## config.mk

```make
export PLATFORM = sky130hd
export DESIGN_NAME = dsrlzr_sipo
export DESIGN_NICKNAME = d
export VERILOG_FILES = /design/src/rtl/dsrlzr_sipo.sv
export SDC_FILE = /design/constraint.sdc
export NUM_CORES = 1
export LEC_CHECK = 0
export CAP_MARGIN = 30
export CORE_AREA = 4 4 41 43
export CTS_CLUSTER_SIZE = 10
export DETAILED_ROUTE_END_ITERATION = 7
export DIE_AREA = 0 0 45 47
export PLACE_DENSITY = 0.66
export SYNTH_ARGS = -nofsm -noshare
export SYNTH_HDL_FRONTEND = slang
export SYNTH_SLANG_ARGS = --single-unit
```

## constraint.sdc

```tcl
create_clock -name clk -period 1.28 [get_ports clk]
set_clock_uncertainty 0.1 [all_clocks]
set_input_delay 0.256 -clock clk [delete_from_list [all_inputs] [get_ports clk]]
set_output_delay 0.256 -clock clk [all_outputs]
set_load 0.1 [all_outputs]
```

## src/rtl/dsrlzr_sipo.sv

```systemverilog
// Serial-in parallel-out deserializer: rebuilds WIDTH-bit words from a 1-bit
// stream aligned by a sync strobe, with a valid/ready output and overrun flag.
module dsrlzr_sipo #(
    parameter int unsigned WIDTH = 4,
    parameter int unsigned CNT_W = 2
) (
    input  logic           clk,
    input  logic           rst_n,
    input  logic           ser_in,
    input  logic           ser_en,
    input  logic           sync,
    input  logic           ready,
    output logic [1:WIDTH] y,
    output logic           valid,
    output logic           overrun,
    output logic           busy
);

    localparam logic [CNT_W-1:0] LAST_BIT = CNT_W'(WIDTH - 1);

    logic [1:WIDTH]   r_sh;
    logic [1:WIDTH]   r_y;
    logic [CNT_W-1:0] r_cnt;
    logic             r_valid;
    logic             r_overrun;
    logic             r_busy;

    logic [1:WIDTH]   w_shifted;
    logic [1:WIDTH]   w_sh_next;
    logic [CNT_W-1:0] w_cnt_next;
    logic             w_complete;
    logic             w_xfer;

    // sync outranks completion: a sync on the would-be last bit starts a new word
    always_comb begin
        w_shifted  = {r_sh[2:WIDTH], ser_in};
        w_xfer     = r_valid & ready;
        w_complete = ser_en & ~sync & (r_cnt == LAST_BIT);
        w_sh_next  = r_sh;
        w_cnt_next = r_cnt;
        if (ser_en && sync) begin
            w_sh_next        = '0;
            w_sh_next[WIDTH] = ser_in;
            w_cnt_next       = CNT_W'(1);
        end else if (ser_en) begin
            w_sh_next  = w_shifted;
            w_cnt_next = w_complete ? '0 : r_cnt + CNT_W'(1);
        end else if (sync) begin
            w_sh_next  = '0;
            w_cnt_next = '0;
        end
    end

    always_ff @(posedge clk or negedge rst_n) begin
        if (!rst_n) begin
            r_sh      <= '0;
            r_y       <= '0;
            r_cnt     <= '0;
            r_valid   <= 1'b0;
            r_overrun <= 1'b0;
            r_busy    <= 1'b0;
        end else begin
            r_sh      <= w_sh_next;
            r_cnt     <= w_cnt_next;
            r_busy    <= (w_cnt_next != '0);
            r_overrun <= w_complete & r_valid & ~ready;
            if (w_complete) begin
                // a held, unaccepted word wins; the new one is dropped
                if (!r_valid || ready) begin
                    r_y     <= w_shifted;
                    r_valid <= 1'b1;
                end
            end else if (w_xfer) begin
                r_valid <= 1'b0;
            end
        end
    end

    assign y       = r_y;
    assign valid   = r_valid;
    assign overrun = r_overrun;
    assign busy    = r_busy;

endmodule

```

==> reports/results.txt <==
Status - complete, but fails checks
Violated checks - negative setup slack
PD cells - 1465 mW/mm2
DRT Pass-1 Iters - 2
CTS buffer count - 3
DRT iter0 DRCs - 1
Unrepaired setup endpoints after global routing - true
# Max-Cap Violations - 0
Post-synth top area share - 61.38%
Wirelength per Cell - 12.93 um
Final Max Tran Viols - 0
H-tree levels - 1
Worst EP required - 920 ps
PnR Total Power - 1.246 mW
First-pass GRT wire length - 1552 um
Site Rows - 13
DRC violations left - 0
Num ports - 13
Post-Syn Area - 489.2 um2
Sink Count - 12
Grt met3 use - 3.065%
WP data arrival - 1050 ps
Final hold vios - 0
Worst Hold Class - input pin to asynchronous set/reset pin
Fillers - 106
Worst-case reg-to-reg path depth - 4
Die Width - 45 um
Max-slew headroom - 87.13%
Post-Syn Instances - 34
Critical Path Source Type - flip-flop
Ys Warns - 0
Starting Density - 37.60%
# hold bufs at CTS - 0
RR Endpoint - y[4]
Met2 Use GR - 18.08%
Maximum number of pins on one net before global-route repair - 13
Worst Setup EP - valid
Nets - 68
Half-perimeter wire length after placement - 792.4 um
Root Driver - clkbuf_4
Initial antenna violation count - 0
Routed wire length - 970 um
Crit-path max FO - 2
Worst-Skew Late Latency - 270 ps
Finished Layout Cells - 75
Fin worst setup slack - -129.1 ps
Leakage - 0.4291 nW
Fmax achieved - 0.7097 GHz
GRT Util Overall - 10.47%
Worst Max-Slew Pin Slew - 193.1 ps
Number of global-route vias before repair - 400
Die Y - 47 um
Most crowded layer after global routing - met2
PortBufs - 12
Syn Nets - 41
Period minus WS final - 1409 ps
Post-Route Hold Slack - 179.0 ps
Vias - 363
Worst flop-to-flop path startpoint - r_cnt[1]
Worst setup EP type - output port
Placed cell count - 69
Ant. Diodes - 0
Final period util - 110.1%
Routability congestion estimate - 0.7420
Top cell type by total area after synthesis - dfrtp_1
Final TNS setup - -574.9 ps
Synth-to-Final Area Change - 73.91%
# setup viols final - 6
Reg2reg setup slack - -100 ps
Critical path type - flip-flop to output port
Max clock buf depth - 2
Crit path from - valid
Met1 Usage GRT - 10.34%
GRT overflow - 0
Core area - 0.001301 mm2
VDD IR max - 625.8 uV
Sequential share of the synthesized area - 61.38%
Vias/cell - 4.840
Antenna Nets Post-Route - 0
Cell variety after synth - 13
Top cells by area, synth - dfrtp_1 (61%), mux2_2 (9.2%), mux2i_1 (6.1%)
Avg Cell Area, Syn - 14.39 um2
Synth Register Bits - 12
CTS tree - done
DIE AREA - 0.002115 mm2
Final Util - 65.38%
Share of post-route cells with drive strength above 1 - 51.67%
Clock-pin transition on the worst setup and hold timing paths - 70 ps
==> report_power, final <==
group | internal [mW] | leakage, nW | switching [mW] | total, mW
Clock | 0.173 | 0.0210 | 0.122 | 0.295
Sequential | 0.421 | 0.156 | 0.0443 | 0.465
Combinational | 0.204 | 0.252 | 0.282 | 0.486
Total | 0.798 | 0.429 | 0.448 | 1.25
==> Yosys cell counts <==
master,number
mux2i_1,3
buf_4,1
mux2_2,4
nand2b_1,1
nor2_1,5
ha_1,1
dfrtp_1,12
o21bai_1,1
nor2b_4,1
nand3b_4,1
a22o_1,2
or2_1,1
nand2_1,1
==> registers in the layout (all words and copies together), names as in the netlist <==
| name | cells |
|---|---|
| overrun | 1 |
| r_sh | 3 |
| y | 4 |
| valid | 1 |
| busy | 1 |
| r_cnt | 2 |
==> worst min path at each step <==
stage | startpoint | to | cells past startpoint
finish | rst_n | valid | 2
CTS | rst_n | r_cnt[1] | 2
global route | rst_n | valid | 2
floorplan | rst_n | busy | 0
global placement | r_sh[2] | y[1] | 1
detailed placement | r_sh[2] | y[1] | 1
==> metrics by stage <==
| step | cell area [um2] | setup slack, ps |
|---|---|---|
| finish | 850.8 | -129.1 |
| global route | 850.8 | -162.4 |
| CTS | 843.3 | -147.0 |
| detailed placement | 772.0 | -393.9 |
| global placement | 772.0 | -372.4 |
| floorplan | 503.0 | -176.9 |
==> worst max-delay path, cell delays in order (launching register included) <==
cell and delay [ps]:
dfrtp_4 500, buf_6 130, buf_12 150
==> layout by cell type, fill, tap and decap left out, drive strengths merged <==
master	count
clkdlybuf4s50	4
dlygate4sd2	1
nand2	1
ha	1
mux2i	3
clkbuf	4
mux2	4
a22o	2
buf	18
o21bai	1
nor2	5
or2	1
nor2b	1
nand3b	1
nand2b	1
dfrtp	12
==> layer usage <==
metal / wire length [um] / part of all wire [%]
met5: 0 / 0
met4: 25 / 2.6
met3: 71 / 7.3
met2: 519 / 54
met1: 352 / 36
==> cell type report <==
type / count / area (um2) / area share [%]
Multi-Input combinational cell: 21 / 216.5 / 25.44
Sequential cell: 12 / 304.0 / 35.74
Clock buffer: 4 / 36.28 / 4.265
Tap cell: 15 / 18.77 / 2.206
Timing Repair Buffer: 23 / 275.3 / 32.35
==> cell families after synthesis <==
logic type	Yosys count	synth area share (%)
adders and majority gates	1	2.557
buffers and inverters	1	1.535
AOI/OAI and AO/OA	3	5.116
DFF	12	61.38
muxes	7	15.34
and+or+nand+nor	10	14.07
==> repair_timing <==
action | in CTS | in global routing
resized for setup | 7 | 0
setup endpoints to repair | 6 | 6
buffers inserted | 1 | 1
pin swaps | 4 | 1
Power figures use the tool's default switching activity.
